===== src/rtl/data_status_pipe_hs_pkg.sv =====
// Shared constants and helpers for the data/status valid-ready pipeline.
// No bus typedefs: payload widths are per-instance parameters.
package data_status_pipe_hs_pkg;

  localparam int unsigned DSP_DATA_W_DEF   = 32;
  localparam int unsigned DSP_STATUS_W_DEF = 1;
  localparam int unsigned DSP_DEPTH_DEF    = 2;

  // Width needed to count 0..depth valid stages.
  function automatic int unsigned occ_width(input int unsigned depth);
    return $clog2(depth + 1);
  endfunction

endpackage


===== src/rtl/data_status_pipe_hs_if.sv =====
// Handshake bus for data_status_pipe_hs: upstream beat, downstream beat, flush.
// master = the side driving beats in and accepting beats out (environment).
// slave  = the pipeline itself.
interface data_status_pipe_hs_if
  import data_status_pipe_hs_pkg::*;
#(
  parameter int unsigned DATA_W   = DSP_DATA_W_DEF,
  parameter int unsigned STATUS_W = DSP_STATUS_W_DEF
) ();

  logic                flush_i;
  logic                valid_i;
  logic                ready_o;
  logic [DATA_W-1:0]   data_i;
  logic [STATUS_W-1:0] status_i;
  logic                valid_o;
  logic                ready_i;
  logic [DATA_W-1:0]   data_o;
  logic [STATUS_W-1:0] status_o;

  modport master (
    output flush_i, valid_i, data_i, status_i, ready_i,
    input  ready_o, valid_o, data_o, status_o
  );

  modport slave (
    input  flush_i, valid_i, data_i, status_i, ready_i,
    output ready_o, valid_o, data_o, status_o
  );

endinterface


===== src/rtl/data_status_pipe_hs_stage.sv =====
// One pipeline stage: valid (async reset, sync flush), data (no reset),
// status (async reset to STATUS_RST_VAL). Loads the upstream beat when adv.
// Ports: clk, rst, flush, adv, up_valid/up_data/up_status in;
//        valid/data/status out (all registered).
module data_status_pipe_hs_stage
  import data_status_pipe_hs_pkg::*;
#(
  parameter int unsigned         DATA_W         = DSP_DATA_W_DEF,
  parameter int unsigned         STATUS_W       = DSP_STATUS_W_DEF,
  parameter logic [STATUS_W-1:0] STATUS_RST_VAL = '0
) (
  input  logic                clk,
  input  logic                rst,
  input  logic                flush,
  input  logic                adv,
  input  logic                up_valid,
  input  logic [DATA_W-1:0]   up_data,
  input  logic [STATUS_W-1:0] up_status,
  output logic                valid,
  output logic [DATA_W-1:0]   data,
  output logic [STATUS_W-1:0] status
);

  // Valid follows upstream whenever the stage advances; flush empties it.
  always_ff @(posedge clk or posedge rst) begin
    if (rst) begin
      valid <= 1'b0;
    end else if (flush) begin
      valid <= 1'b0;
    end else if (adv) begin
      valid <= up_valid;
    end
  end

  // Payload only moves with a real beat, so bubbles leave stale data behind.
  always_ff @(posedge clk) begin
    if (adv && up_valid) begin
      data <= up_data;
    end
  end

  always_ff @(posedge clk or posedge rst) begin
    if (rst) begin
      status <= STATUS_RST_VAL;
    end else if (adv && up_valid) begin
      status <= up_status;
    end
  end

endmodule


===== src/rtl/data_status_pipe_hs.sv =====
// Valid/ready data+status pipeline of PIPE_DEPTH stages with bubble
// collapsing, per-stage taps, flush and an occupancy counter.
// Ports: clk, rst (async, active-high); bus (slave modport: flush, input
// beat, output beat); tap_valid_o/tap_data_o/tap_status_o per tap (tap 0 is
// the live input when INCLUDE_DATA_IN=1); occupancy_o = valid stage count.
module data_status_pipe_hs
  import data_status_pipe_hs_pkg::*;
#(
  parameter int unsigned         DATA_W          = DSP_DATA_W_DEF,
  parameter int unsigned         STATUS_W        = DSP_STATUS_W_DEF,
  parameter int unsigned         PIPE_DEPTH      = DSP_DEPTH_DEF,
  parameter int unsigned         INCLUDE_DATA_IN = 0,
  parameter logic [STATUS_W-1:0] STATUS_RST_VAL  = '0,
  localparam int unsigned        TAPS            = PIPE_DEPTH + INCLUDE_DATA_IN,
  localparam int unsigned        OCC_W           = occ_width(PIPE_DEPTH)
) (
  input  logic                  clk,
  input  logic                  rst,
  data_status_pipe_hs_if.slave  bus,
  output logic                  tap_valid_o  [TAPS],
  output logic [DATA_W-1:0]     tap_data_o   [TAPS],
  output logic [STATUS_W-1:0]   tap_status_o [TAPS],
  output logic [OCC_W-1:0]      occupancy_o
);

  logic [PIPE_DEPTH-1:0] v;
  logic [PIPE_DEPTH-1:0] adv;
  logic [DATA_W-1:0]     sd [PIPE_DEPTH];
  logic [STATUS_W-1:0]   ss [PIPE_DEPTH];
  logic                  in_acc_c;
  logic                  out_acc_c;

  // Advance chain: a stage may load if it is empty or everything ahead moves.
  always_comb begin
    adv = '0;
    adv[PIPE_DEPTH-1] = bus.ready_i | ~v[PIPE_DEPTH-1];
    for (int k = int'(PIPE_DEPTH) - 2; k >= 0; k--) begin
      adv[k] = adv[k+1] | ~v[k];
    end
  end

  assign bus.ready_o = adv[0] & ~rst;
  assign in_acc_c    = bus.valid_i & bus.ready_o;
  assign out_acc_c   = v[PIPE_DEPTH-1] & bus.ready_i;

  for (genvar k = 0; k < PIPE_DEPTH; k++) begin : g_stage
    logic                up_v;
    logic [DATA_W-1:0]   up_d;
    logic [STATUS_W-1:0] up_s;

    if (k == 0) begin : g_head
      assign up_v = bus.valid_i;
      assign up_d = bus.data_i;
      assign up_s = bus.status_i;
    end else begin : g_body
      assign up_v = v[k-1];
      assign up_d = sd[k-1];
      assign up_s = ss[k-1];
    end

    data_status_pipe_hs_stage #(
      .DATA_W         (DATA_W),
      .STATUS_W       (STATUS_W),
      .STATUS_RST_VAL (STATUS_RST_VAL)
    ) u_stage (
      .clk       (clk),
      .rst       (rst),
      .flush     (bus.flush_i),
      .adv       (adv[k]),
      .up_valid  (up_v),
      .up_data   (up_d),
      .up_status (up_s),
      .valid     (v[k]),
      .data      (sd[k]),
      .status    (ss[k])
    );
  end

  assign bus.valid_o  = v[PIPE_DEPTH-1];
  assign bus.data_o   = sd[PIPE_DEPTH-1];
  assign bus.status_o = ss[PIPE_DEPTH-1];

  // Occupancy tracks popcount(v); flush wins over any same-cycle transfer.
  always_ff @(posedge clk or posedge rst) begin
    if (rst) begin
      occupancy_o <= '0;
    end else if (bus.flush_i) begin
      occupancy_o <= '0;
    end else if (in_acc_c && !out_acc_c) begin
      occupancy_o <= occupancy_o + OCC_W'(1);
    end else if (!in_acc_c && out_acc_c) begin
      occupancy_o <= occupancy_o - OCC_W'(1);
    end
  end

  // Tap i shows stage i-INCLUDE_DATA_IN; optional tap 0 is the live input.
  for (genvar t = 0; t < TAPS; t++) begin : g_tap
    if (INCLUDE_DATA_IN != 0 && t == 0) begin : g_live
      assign tap_valid_o[t]  = bus.valid_i;
      assign tap_data_o[t]   = bus.data_i;
      assign tap_status_o[t] = bus.status_i;
    end else begin : g_reg
      assign tap_valid_o[t]  = v[t-INCLUDE_DATA_IN];
      assign tap_data_o[t]   = sd[t-INCLUDE_DATA_IN];
      assign tap_status_o[t] = ss[t-INCLUDE_DATA_IN];
    end
  end

endmodule


===== src/flat_wrapper.sv =====
// flat-port wrapper written by rule: the top's interface ports become plain ports
module data_status_pipe_hs_flat import data_status_pipe_hs_pkg::*;
#(
  parameter int unsigned         DATA_W          = DSP_DATA_W_DEF,
  parameter int unsigned         STATUS_W        = DSP_STATUS_W_DEF,
  parameter int unsigned         PIPE_DEPTH      = DSP_DEPTH_DEF,
  parameter int unsigned         INCLUDE_DATA_IN = 0,
  parameter logic [STATUS_W-1:0] STATUS_RST_VAL  = '0,
  localparam int unsigned        TAPS            = PIPE_DEPTH + INCLUDE_DATA_IN,
  localparam int unsigned        OCC_W           = occ_width(PIPE_DEPTH)
)
  (clk, rst, tap_valid_o, tap_data_o, tap_status_o, occupancy_o, bus_flush_i, bus_valid_i, bus_data_i, bus_status_i, bus_ready_i, bus_ready_o, bus_valid_o, bus_data_o, bus_status_o);
  data_status_pipe_hs_if #(.DATA_W(DATA_W), .STATUS_W(STATUS_W)) bus_i ();
  input  logic clk;
  input  logic rst;
  output logic tap_valid_o[TAPS];
  output logic [DATA_W-1:0] tap_data_o[TAPS];
  output logic [STATUS_W-1:0] tap_status_o[TAPS];
  output logic [OCC_W-1:0] occupancy_o;
  input wire logic [$bits(bus_i.flush_i)-1:0] bus_flush_i;
  input wire logic [$bits(bus_i.valid_i)-1:0] bus_valid_i;
  input wire logic [$bits(bus_i.data_i)-1:0] bus_data_i;
  input wire logic [$bits(bus_i.status_i)-1:0] bus_status_i;
  input wire logic [$bits(bus_i.ready_i)-1:0] bus_ready_i;
  output wire logic [$bits(bus_i.ready_o)-1:0] bus_ready_o;
  output wire logic [$bits(bus_i.valid_o)-1:0] bus_valid_o;
  output wire logic [$bits(bus_i.data_o)-1:0] bus_data_o;
  output wire logic [$bits(bus_i.status_o)-1:0] bus_status_o;
  assign bus_i.flush_i = bus_flush_i;
  assign bus_i.valid_i = bus_valid_i;
  assign bus_i.data_i = bus_data_i;
  assign bus_i.status_i = bus_status_i;
  assign bus_i.ready_i = bus_ready_i;
  assign bus_ready_o = bus_i.ready_o;
  assign bus_valid_o = bus_i.valid_o;
  assign bus_data_o = bus_i.data_o;
  assign bus_status_o = bus_i.status_o;
  data_status_pipe_hs #(.DATA_W(DATA_W), .STATUS_W(STATUS_W), .PIPE_DEPTH(PIPE_DEPTH), .INCLUDE_DATA_IN(INCLUDE_DATA_IN), .STATUS_RST_VAL(STATUS_RST_VAL)) u_core (.clk(clk), .rst(rst), .bus(bus_i), .tap_valid_o(tap_valid_o), .tap_data_o(tap_data_o), .tap_status_o(tap_status_o), .occupancy_o(occupancy_o));
endmodule

===== config.mk =====
export PLATFORM = sky130hd
export DESIGN_NAME = data_status_pipe_hs_flat
export DESIGN_NICKNAME = d
export VERILOG_FILES = /design/src/rtl/data_status_pipe_hs_pkg.sv /design/src/rtl/data_status_pipe_hs_if.sv /design/src/rtl/data_status_pipe_hs_stage.sv /design/src/rtl/data_status_pipe_hs.sv /design/src/flat_wrapper.sv
export SDC_FILE = /design/constraint.sdc
export NUM_CORES = 1
export LEC_CHECK = 0
export ABC_CLOCK_PERIOD_IN_PS = 2950
export BUFFER_PORTS_ARGS = -buffer_cell sky130_fd_sc_hd__buf_2
export CAP_MARGIN = 20
export CORE_MARGIN = 1
export CORE_UTILIZATION = 47
export DETAILED_ROUTE_END_ITERATION = 16
export PLACE_DENSITY = 0.87
export SYNTH_ARGS = -nofsm -noshare
export SYNTH_HDL_FRONTEND = slang
export SYNTH_SLANG_ARGS = --single-unit

===== constraint.sdc =====
create_clock -name clk -period 2.95 [get_ports clk]
set_input_delay 0.295 -clock clk [delete_from_list [all_inputs] [get_ports clk]]
set_output_delay 0.295 -clock clk [all_outputs]
set_load 0.01 [all_outputs]

# Word level (Yosys, flattened, before mapping)
# Cells that the tools add are included.
[op_classes]
n_addsub = 2
muxes = 7
bitwise = 8
reduce_logical = 9
[op_table]
columns = ["operator", "count"]
rows = [
  ["$mux 2", 3],
  ["$logic_and 1x1->1", 4],
  ["$mux 1", 4],
  ["$reduce_bool 2->1", 2],
  ["$and 1x1->1", 3],
  ["$not 1->1", 3],
  ["$reduce_bool 3->1", 1],
  ["$add 2x1->2 const B", 1],
  ["$logic_not 1->1", 2],
  ["$or 1x1->1", 2],
  ["$sub 2x1->2 const B", 1],
]
[word_totals]
register_bits = 70
wordCells = 33

# Logic depth before layout (Yosys ltp)
# Gate-level depths: netlist (run 1).
[logic_depth]
ltp_word = 10
ltp_mapped = 4
depth_no_buf = 4

# By module
# Synthesis (run 1) repeated with hierarchy kept, for this count alone.
[unflattened]
hier_cells = 134
hier_area_um2 = 2546.2
[by_module_without_submodules]
columns = ["module", "n_inst", "cells_each", "area_each_um2", "seq_area_each_um2"]
rows = [
  ["data_status_pipe_hs_stage", 2, 40, 1051.0, 1011.0],
  ["data_status_pipe_hs", 1, 54, 444.2, 50.0],
]

# Worst setup path before layout (run 1)
# No wires, ideal clock.
[synth_timing]
path_type = "register to register"
startpoint = "register u_core.g_stage[1].u_stage.valid"
endpoint = "register u_core.g_stage[0].u_stage.status"
arrival_time_ps = 1954
t_required_ps = 2822
slack_ps = 868
stages_incl_launch_ff = 4
n_path_buf = 0
period_less_slack_ps = 2082
path_cell_list = "dfrtp_1 > and2b_4 > a21boi_2 > mux2_1"
[synth_via]
elab_chain_len = 4
[synth_rtl]
columns = ["element", "line", "source"]
rows = [
  ["start: declaration", "data_status_pipe_hs_stage.sv:19", "output logic valid,"],
  ["start signal: assignment", "data_status_pipe_hs_stage.sv:31", "valid <= up_valid;"],
  ["$not 1->1", "data_status_pipe_hs.sv:36", "adv[PIPE_DEPTH-1] = bus.ready_i | ~v[PIPE_DEPTH-1];"],
  ["$or 1x1->1", "data_status_pipe_hs.sv:36", ""],
  ["$or 1x1->1", "data_status_pipe_hs.sv:38", "adv[k] = adv[k+1] | ~v[k];"],
  ["$logic_and 1x1->1", "data_status_pipe_hs_stage.sv:45", "end else if (adv && up_valid) begin"],
  ["end signal: assignment", "data_status_pipe_hs_stage.sv:46", "status <= up_status;"],
  ["end: declaration", "data_status_pipe_hs_stage.sv:21", "output logic [STATUS_W-1:0] status"],
]
# Every way passes these cells.
# A chain may end at the register's enable or synchronous reset.

# Worst setup path after layout (run 1)
[layout_timing]
startpoint = "register u_core.g_stage[1].u_stage.valid"
endpoint = "register u_core.g_stage[1].u_stage.data[26], enable pin"
[layout_via]
elab_chain_len = 3
[layout_rtl]
columns = ["element", "line", "source"]
rows = [
  ["$not 1->1", "data_status_pipe_hs.sv:36", ""],
  ["$or 1x1->1", "data_status_pipe_hs.sv:36", ""],
  ["$logic_and 1x1->1", "data_status_pipe_hs_stage.sv:37", "if (adv && up_valid) begin"],
  ["end signal: assignment", "data_status_pipe_hs_stage.sv:38", "data <= up_data;"],
  ["end: declaration", "data_status_pipe_hs_stage.sv:20", "output logic [DATA_W-1:0] data,"],
]
# Every way passes these cells.

==> results.yml, run 1 <==
hold_path:
  hold_depth: 1
  min_to: "u_core.g_stage[0].u_stage.data[31]$_DFFE_PP_"
  hold_start: "bus_data_i[31]"
  hp-class: "in -> reg"
clocking:
  clock_path_buffers: 2
  cts-buffers-inserted: 9
  htree_levels: 3
  root_buffer: "clkbuf_8"
  clk_pin_slew_ps: 70
  clock_latency_ps: 320
  cts_tree: "done"
  cts_sinks: 70
  post_cts_buffers: 0
setup_path:
  rr_endpoint: "u_core.g_stage[1].u_stage.data[26]$_DFFE_PP_"
  end_kind: "flip-flop"
  worstPathMaxFanout: 24
  cp.required_ps: 2990
  r2r_slack_ps: 1210
  startpoint_type: "flip-flop"
  crit_arrival_ps: 1770
  r2r-start: "u_core.g_stage[1].u_stage.valid$_DFFE_PP0P_"
  crit_type: "reg -> reg"
  reg2reg_depth: 3
cells_and_area:
  diodes: 0
  area_delta_synth_final_pct: 29.5
  drive_gt1_frac: 0.643
  nNetsFinal: 288
  final_util: 0.635
  final_cell_mix: "buf_2, edfxtp_1, clkbuf_8"
  layout_commonest_cell: "buf_2"
placed_design:
  port_buffers: 142
  dp_hpwl_um: 3370
  place.gp.congestion: 0.715
sta:
  fin_crit_sh: 0.589
  tightest_slew_ps: 667
  slew_headroom: 0.554
  fin_tns_setup_ps: 0
  maxSlewViolCount: 0
  skew_ps: 7.42
  min_period_ps: 1740
  setup_viol: 0
  rsz0062_at_grt: "no"
  hold_viol_final: 0
  fmax_mhz: 576
route:
  vias_per_cell: 4.26
  drc: 0
  dr.pass1.iters: 4
  drt_iter0_drc: 93
  wl_per_cell_um: 13.3
  num_vias: 1386
  ant_nets: 0
  wl_um: 4320
floorplanning:
  num_rows: 26
  dieArea_um2: 5620
  die_w_um: 75.0
  io_pins: 143
  coreArea_um2: 5110
  die_y_um: 75.0
  start_util: 0.490
run:
  maxCapViolCount: 0
grt:
  grt_overflow: 0
  antenna_found_initial: 0
  grt_pass1_vias: 1177
  grt_max_degree: 25
  grt_pass1_wl_um: 5700
  grt.total_usage: 0.152
synthesis:
  postSynthNetCount: 167
  yosysTopAreaCell: "edfxtp_1"
  avgSynthCellArea_um2: 19.4
  synth_seq_cells: 70
  synth_cells: 129
  yosys-top-cells-area: "edfxtp_1, buf_4, dfrtp_1, mux2_1, nor2_1"
  netlist_area_um2: 2500
  synth-warning-count: 0
  yosysSeqAreaShare: 0.828
  yosysTopAreaCellShare: 0.768
  yosys.cell_types.count: 17
power_and_ir_drop:
  p_leak_nw: 1.44
  powerDensity_nw_per_um2: 612
  irDropWorstVdd_mv: 0.444
outcome:
  outcome: "finished, final reports clean"
[cell type report]
type	instances	area, um2
inverter	1	3.75
fill	383	1870
multi-input combinational	22	170
clock buffer	9	124
sequential	70	2070
clock inverter	7	41.3
timing repair buffer	146	743
tap	70	87.6
[worst max-delay path, stage by stage, from the launching register on]
cell	delay (ps)
dfrtp_1	420
and2b_4	220
nor2b_4	540
buf_4	260
[Yosys cell counts]
library cell and instances:
and2b_4 1, a21oi_1 3, nand2_1 1, nor2b_2 1, nand2b_1 1, inv_1 1, o21a_1 1, nor2_1 6
edfxtp_1 64, xnor2_1 1, buf_4 36, nor3b_2 1, mux2i_1 1, a21boi_2 1, and2b_1 1, dfrtp_1 6
mux2_1 3
[registers in the layout, summed over array words and instances, names as in the netlist]
name                           cells
u_core.occupancy_o                 2
u_core.g_stage.u_stage.valid       2
u_core.g_stage.u_stage.status      2
u_core.g_stage.u_stage.data       64
[per-stage QoR]
stage	total power [mW]	instances	instance area, um2	worst slack (ps)	hold WS, ps
6_report	1.98	325	3240	1210	144
5_1_grt	2.07	325	3240	1100	119
4_1_cts	2.01	325	3240	1190	125
3_5_place_dp	1.38	308	3070	1200	238
3_3_place_gp	1.38	308	3070	1210	233
2_1_floorplan	1.30	129	2500	868	86.0
[worst max path at each step]
stage	startpoint	end	slack, ps	cells after the start
2_1_floorplan	u_core.g_stage[1].u_stage.valid$_DFFE_PP0P_	u_core.g_stage[0].u_stage.status$_DFFE_PP0P_	870	3
3_3_place_gp	bus_ready_i	u_core.g_stage[1].u_stage.data[18]$_DFFE_PP_	1210	4
3_5_place_dp	u_core.g_stage[1].u_stage.valid$_DFFE_PP0P_	u_core.g_stage[1].u_stage.data[3]$_DFFE_PP_	1200	3
4_1_cts	u_core.g_stage[1].u_stage.valid$_DFFE_PP0P_	u_core.g_stage[1].u_stage.data[3]$_DFFE_PP_	1190	3
5_1_grt	u_core.g_stage[1].u_stage.valid$_DFFE_PP0P_	u_core.g_stage[0].u_stage.data[29]$_DFFE_PP_	1100	3
6_report	u_core.g_stage[1].u_stage.valid$_DFFE_PP0P_	u_core.g_stage[1].u_stage.data[26]$_DFFE_PP_	1210	3
[cell families after synthesis]
logic type	after synthesis	synth area share
flops	70	0.828
xor+xnor	1	0.00350
simple gates	12	0.0285
buf+inv	37	0.109
mux	4	0.0175
compound gates	5	0.0135
[repair_timing]
| item | CTS | global route |
|---|---|---|
| hold endpoints to repair | 6 | 0 |
| gates resized for setup | 0 | 0 |
| hold buffers | 1 | 0 |
[power breakdown]
| part | internal, mW | total [mW] | switching [mW] |
|---|---|---|---|
| registers | 1.15 | 1.18 | 0.0288 |
| clock network | 0.298 | 0.624 | 0.326 |
| logic | 0.0814 | 0.183 | 0.101 |
[metal layers]
layer,GRT usage,up-vias,share of wire
li1,-,671,-
met1,0.166,627,0.38
met2,0.260,88,0.53
met3,0.0696,0,0.085
met4,0.0566,0,0
met5,0,-,0
(Power assumes the default switching activity.)
==> run 2, diff against run 1 <==
--- a/config.mk
+++ b/config.mk
@@ -5,13 +5,13 @@
 export SDC_FILE = /design/constraint.sdc
 export NUM_CORES = 1
 export LEC_CHECK = 0
-export ABC_CLOCK_PERIOD_IN_PS = 2950
+export ABC_CLOCK_PERIOD_IN_PS = 1800
 export BUFFER_PORTS_ARGS = -buffer_cell sky130_fd_sc_hd__buf_2
 export CAP_MARGIN = 20
 export CORE_MARGIN = 1
-export CORE_UTILIZATION = 47
+export CORE_UTILIZATION = 43
 export DETAILED_ROUTE_END_ITERATION = 16
-export PLACE_DENSITY = 0.87
+export PLACE_DENSITY = 0.81
 export SYNTH_ARGS = -nofsm -noshare
 export SYNTH_HDL_FRONTEND = slang
 export SYNTH_SLANG_ARGS = --single-unit
==> constraint.sdc (replaced) <==
create_clock -name clk -period 1.8 [get_ports clk]
set_input_delay 0.18 -clock clk [delete_from_list [all_inputs] [get_ports clk]]
set_output_delay 0.18 -clock clk [all_outputs]
set_load 0.01 [all_outputs]
==> run 2 against run 1 <==
Effect of this change:
- design area is 5.0% higher
- global-route usage is 0.43 points higher
- via count is 8.7% higher
- core utilization is 2.4 points lower
- clock skew is 4.3 ps higher
- first-iteration DRC count is 57% lower
- combinational power is 75% higher
- hold slack worse by 120 ps
==> results.yml, run 2 (synthesized netlist as in run 1, its figures left out) <==
route:
  vias_per_cell: 4.47
  wl_um: 4620
  dr.pass1.iters: 4
  wl_per_cell_um: 13.7
  num_vias: 1506
  drt_iter0_drc: 40
  ant_nets: 0
  drc: 0
grt:
  grt_pass1_wl_um: 6830
  grt_overflow: 0
  grt_max_degree: 34
  grt_pass1_vias: 1406
  antenna_found_initial: 0
  grt.total_usage: 0.156
floorplanning:
  coreArea_um2: 5570
  die_w_um: 78.3
  num_rows: 27
  io_pins: 143
  dieArea_um2: 6130
  start_util: 0.449
  die_y_um: 78.3
setup_path:
  r2r-start: "u_core.g_stage[1].u_stage.valid$_DFFE_PP0P_"
  slowest_delay_ps: 420
  crit_arrival_ps: 1260
  rr_endpoint: "u_core.g_stage[1].u_stage.status$_DFFE_PP0P_"
  crit_type: "reg -> out"
  worst-path-buf-inv: 1
  end_kind: "primary output"
  startpoint_type: "flip-flop"
  worst_path_dominant_cell_family: "flip-flops"
  crit_slowest_cell: "dfrtp_1"
  worstPathMaxFanout: 5
  cp.required_ps: 1620
  critical_path.cell_chain: "and2b_4, a21oi_1, buf_2"
  reg2reg_depth: 4
  r2r_slack_ps: 360
power_and_ir_drop:
  irDropWorstVdd_mv: 0.654
  powerDensity_nw_per_um2: 1050
  finalPower_mw: 3.57
  p_leak_nw: 1.50
cells_and_area:
  regMostFlops: "u_core.g_stage.u_stage.data"
  layout_commonest_cell: "buf_2"
  area_delta_synth_final_pct: 36.0
  fill_cells: 446
  final_util: 0.611
  final_cell_area_um2: 3400
  largest_register_ffs: 64
  drive_gt1_frac: 0.615
  fin_cells: 337
  final_cell_mix: "buf_2, edfxtp_1, dlygate4sd3_1"
  nNetsFinal: 298
  diodes: 0
clocking:
  cts-buffers-inserted: 9
  clock_latency_ps: 340
  cts_sinks: 70
  post_cts_buffers: 0
  htree_levels: 3
  cts_tree: "done"
  clk_pin_slew_ps: 70
  root_buffer: "clkbuf_8"
  clock_path_buffers: 2
sta:
  rsz0062_at_grt: "no"
  fin_ws_ps: 365
  fin_tns_setup_ps: 0
  min_period_ps: 1440
  slew_headroom: 0.827
  hold_viol_final: 0
  holdWs_ps: 23.0
  tightest_slew_ps: 260
  fin_crit_sh: 0.797
  fmax_mhz: 697
  maxSlewViolCount: 0
  setup_viol: 0
  skew_ps: 11.7
run:
  maxCapViolCount: 0
hold_path:
  hold_start: "bus_data_i[29]"
  min_to: "u_core.g_stage[0].u_stage.data[29]$_DFFE_PP_"
  hp-class: "in -> reg"
  hold_depth: 1
placed_design:
  dp_slack_ps: 369
  dp.cells: 310
  place.gp.congestion: 0.708
  placed_area_um2: 3080
  dp_hpwl_um: 3390
  port_buffers: 142
outcome:
  outcome: "finished, final reports clean"
-- run 2: area by class of cell --
| cell class | count | area [um2] | share of cell area |
|---|---|---|---|
| clock buffer | 9 | 124 | 0.0364 |
| clock inverter | 7 | 88.8 | 0.0261 |
| inverter | 1 | 3.75 | 0.00110 |
| multi-input combinational | 22 | 170 | 0.0500 |
| sequential | 70 | 2070 | 0.609 |
| tap | 72 | 90.1 | 0.0265 |
| timing repair buffer | 156 | 856 | 0.251 |
-- run 2: power by group --
| part | internal [mW] | total (mW) | switching (mW) |
|---|---|---|---|
| Combinational | 0.151 | 0.321 | 0.170 |
| Sequential | 1.88 | 1.93 | 0.0474 |
| Clock | 0.770 | 1.32 | 0.548 |
-- run 2: worst max-delay path by stage --
stage,slack [ps],endpoint,cells after the start,startpoint
floorplan,30,u_core.g_stage[0].u_stage.status$_DFFE_PP0P_,3,u_core.g_stage[1].u_stage.valid$_DFFE_PP0P_
global placement,410,u_core.g_stage[1].u_stage.status$_DFFE_PP0P_,4,u_core.g_stage[1].u_stage.valid$_DFFE_PP0P_
detailed placement,370,u_core.g_stage[1].u_stage.status$_DFFE_PP0P_,4,u_core.g_stage[1].u_stage.valid$_DFFE_PP0P_
CTS,340,bus_ready_o,3,u_core.g_stage[1].u_stage.valid$_DFFE_PP0P_
global route,290,bus_ready_o,3,u_core.g_stage[1].u_stage.valid$_DFFE_PP0P_
finish,360,bus_ready_o,3,u_core.g_stage[1].u_stage.valid$_DFFE_PP0P_
-- run 2: routing by layer --
metal  part of all wire  vias to the layer above  routed length, um  GRT usage
li1                   -                      691                  -          -
met1               0.37                      708               1710      0.171
met2               0.52                       96               2420      0.261
met3              0.085                       11                394     0.0616
met4              0.021                        0                 99     0.0833
met5                  0                        -                  0          0
-- run 2: repair_timing --
item,CTS,global route
endpoints found under the setup margin,0,0
resized for setup,0,0
hold endpoints to repair,10,6
hold buffers,5,6
-- run 2: worst register-to-register path: stages (launching register included) --
cell and delay (ps):
dfrtp_1 420, and2b_4 220, nor2b_4 130, buf_12 210
mux2_1 340
==> run 3, diff against run 2 <==
--- a/config.mk
+++ b/config.mk
@@ -5,13 +5,14 @@
 export SDC_FILE = /design/constraint.sdc
 export NUM_CORES = 1
 export LEC_CHECK = 0
-export ABC_CLOCK_PERIOD_IN_PS = 1800
+export ABC_AREA = 1
+export ABC_CLOCK_PERIOD_IN_PS = 1300
 export BUFFER_PORTS_ARGS = -buffer_cell sky130_fd_sc_hd__buf_2
 export CAP_MARGIN = 20
 export CORE_MARGIN = 1
-export CORE_UTILIZATION = 43
+export CORE_UTILIZATION = 39
 export DETAILED_ROUTE_END_ITERATION = 16
-export PLACE_DENSITY = 0.81
+export PLACE_DENSITY = 0.77
 export SYNTH_ARGS = -nofsm -noshare
 export SYNTH_HDL_FRONTEND = slang
 export SYNTH_SLANG_ARGS = --single-unit
==> constraint.sdc (replaced) <==
create_clock -name clk -period 1.3 [get_ports clk]
set_input_delay 0.13 -clock clk [delete_from_list [all_inputs] [get_ports clk]]
set_output_delay 0.13 -clock clk [all_outputs]
set_load 0.01 [all_outputs]
==> run 3 against run 2 <==
Effect of this change:
- via count rose by 9.0%
- synthesized area rose by 1.1%
- non-clock buffer count rose by 26
- critical path type unchanged
==> results.yml, run 3 <==
setup_path:
  startpoint_type: "flip-flop"
  worstPathMaxFanout: 5
  end_kind: "primary output"
  worst_path_dominant_cell_family: "flip-flops"
  crit_arrival_ps: 1110
  critical_path.cell_chain: "nand3_4, nand2_1, inv_1, buf_2"
  slowest_delay_ps: 440
  worst-path-buf-inv: 2
  crit_type: "reg -> out"
  crit_slowest_cell: "dfrtp_2"
  cp.required_ps: 1170
cells_and_area:
  layout_commonest_cell: "buf_2"
  area_delta_synth_final_pct: 47.0
  diodes: 0
  fill_cells: 488
  regMostFlops: "u_core.g_stage.u_stage.data"
  final_util: 0.611
  fin_cells: 382
  drive_gt1_frac: 0.564
  nNetsFinal: 340
  largest_register_ffs: 64
  final_cell_mix: "buf_2, edfxtp_1, dlygate4sd3_1"
route:
  num_vias: 1642
  wl_per_cell_um: 13.3
  dr.pass1.iters: 4
  drc: 0
  wl_um: 5090
  drt_iter0_drc: 76
  vias_per_cell: 4.30
  ant_nets: 0
clocking:
  cts_tree: "done"
  htree_levels: 3
  cts_sinks: 70
  clock_path_buffers: 2
  clock_latency_ps: 330
  cts-buffers-inserted: 9
  root_buffer: "clkbuf_8"
  clk_pin_slew_ps: 70
synthesis:
  synthFlopType: "edfxtp_1"
  postSynthNetCount: 183
  synth-adder-area-share: 0
  yosys-top-cells-area: "edfxtp_1, buf_4, dfrtp_1, nand2_1, inv_1"
  yosysMostFrequentCell: "edfxtp_1"
  yosys.cell_types.count: 13
  synthXorXnorAreaFrac: 0.00346
  netlist_area_um2: 2530
  yosysTopAreaCell: "edfxtp_1"
  synth-warning-count: 0
  yosysTopAreaCellShare: 0.759
  avgSynthCellArea_um2: 17.5
  synth_cells: 145
  yosys-top-cells-count: "edfxtp_1, buf_4, nand2_1"
  muxShareOfSynthArea: 0
  synth_compound_area_frac: 0.0114
  synthArstFlopShare: 0.0857
  yosysSeqAreaShare: 0.818
  synth_top_family_by_area: "buffers and inverters"
  synthSimpleGateAreaFrac: 0.0455
  synth_edf_count: 64
  synth_seq_cells: 70
floorplanning:
  coreArea_um2: 6100
  num_rows: 28
  start_util: 0.415
  dieArea_um2: 6820
  io_pins: 143
  die_y_um: 82.6
  die_w_um: 82.6
power_and_ir_drop:
  powerDensity_nw_per_um2: 1400
  irDropWorstVdd_mv: 1.15
  p_leak_nw: 1.65
grt:
  grt_overflow: 0
  grt_pass1_wl_um: 7000
  grt_pass1_vias: 1549
  grt.total_usage: 0.146
  antenna_found_initial: 0
  grt_max_degree: 24
sta:
  holdWs_ps: 26.1
  hold_viol_final: 0
  slew_headroom: 0.882
  skew_ps: 5.70
  fmax_mhz: 810
  rsz0062_at_grt: "no"
  setup_viol: 0
  maxSlewViolCount: 0
  fin_tns_setup_ps: 0
  tightest_slew_ps: 177
  fin_crit_sh: 0.950
  min_period_ps: 1240
placed_design:
  dp.cells: 332
  dp_hpwl_um: 3480
  place.gp.congestion: 0.771
  port_buffers: 142
hold_path:
  hp-class: "in -> reg"
outcome:
  outcome: "finished, final reports clean"
run:
  maxCapViolCount: 0
[run 3: kinds of logic after synthesis]
logic type             Yosys count
flip-flops                      70
XOR/XNOR                         1
buffers and inverters           46
AO/OA/AOI/OAI                    5
AND/OR/NAND/NOR                 23
[run 3: what timing repair did]
item / CTS / global route
setup endpoints to repair: 0 / 2
endpoints found under the hold margin: 38 / 0
resized for setup: 0 / 1
buffers inserted: 0 / 0
hold buffers: 34 / 0
[run 3: power breakdown]
| part | switching, mW | internal, mW | total, mW |
|---|---|---|---|
| clock | 0.770 | 1.26 | 2.03 |
| combinational | 0.270 | 0.256 | 0.526 |
| sequential | 0.0650 | 2.60 | 2.67 |
[run 3: layout make-up]
type	count	area, um2	share of cell area
sequential	70	2070	0.557
clock inverter	7	113	0.0302
inverter	10	45.0	0.0121
multi-input combinational	29	165	0.0444
timing repair buffer	182	1110	0.298
tap	75	93.8	0.0252
clock buffer	9	124	0.0333
[run 3: per-stage QoR]
stage,area [um2],setup slack (ps),total power [mW]
floorplan,2550,-149,2.97
global placement,3150,116,3.15
detailed placement,3150,88.2,3.17
CTS,3720,9.02,5.28
global route,3720,15.5,5.45
finish,3720,64.7,5.23
[run 3: worst paths after layout]
path,from,endpoint,slack [ps],cells past startpoint
setup / recovery,u_core.g_stage[0].u_stage.valid$_DFFE_PP0P_,bus_ready_o,60,4
hold / removal,bus_status_i,u_core.g_stage[0].u_stage.status$_DFFE_PP0P_,30,3
setup reg to reg,u_core.g_stage[1].u_stage.valid$_DFFE_PP0P_,u_core.g_stage[1].u_stage.data[9]$_DFFE_PP_,80,4
hold reg to reg,u_core.g_stage[0].u_stage.data[7]$_DFFE_PP_,u_core.g_stage[1].u_stage.data[7]$_DFFE_PP_,450,0
max in group asynchronous,rst,u_core.g_stage[1].u_stage.valid$_DFFE_PP0P_,720,4
min in group asynchronous,rst,u_core.occupancy_o[0]$_DFFE_PP0P_,310,3
[run 3: layer usage]
| layer | global-route usage | part of all wire | vias to the layer above | wire length (um) |
|---|---|---|---|---|
| met4 | 0.0707 | 0.015 | 0 | 75 |
| met2 | 0.260 | 0.53 | 94 | 2720 |
| met5 | 0 | 0 | - | 0 |
| met1 | 0.155 | 0.38 | 751 | 1920 |
| met3 | 0.0495 | 0.073 | 8 | 370 |
| li1 | - | - | 789 | - |
[run 3: worst reg2reg max path: cells and delay by family, from the launching register on]
| family | cells | cell delay (ps) |
|---|---|---|
| buffers and inverters | 2 | 270 |
| DFF | 1 | 440 |
| and+or+nand+nor | 2 | 200 |
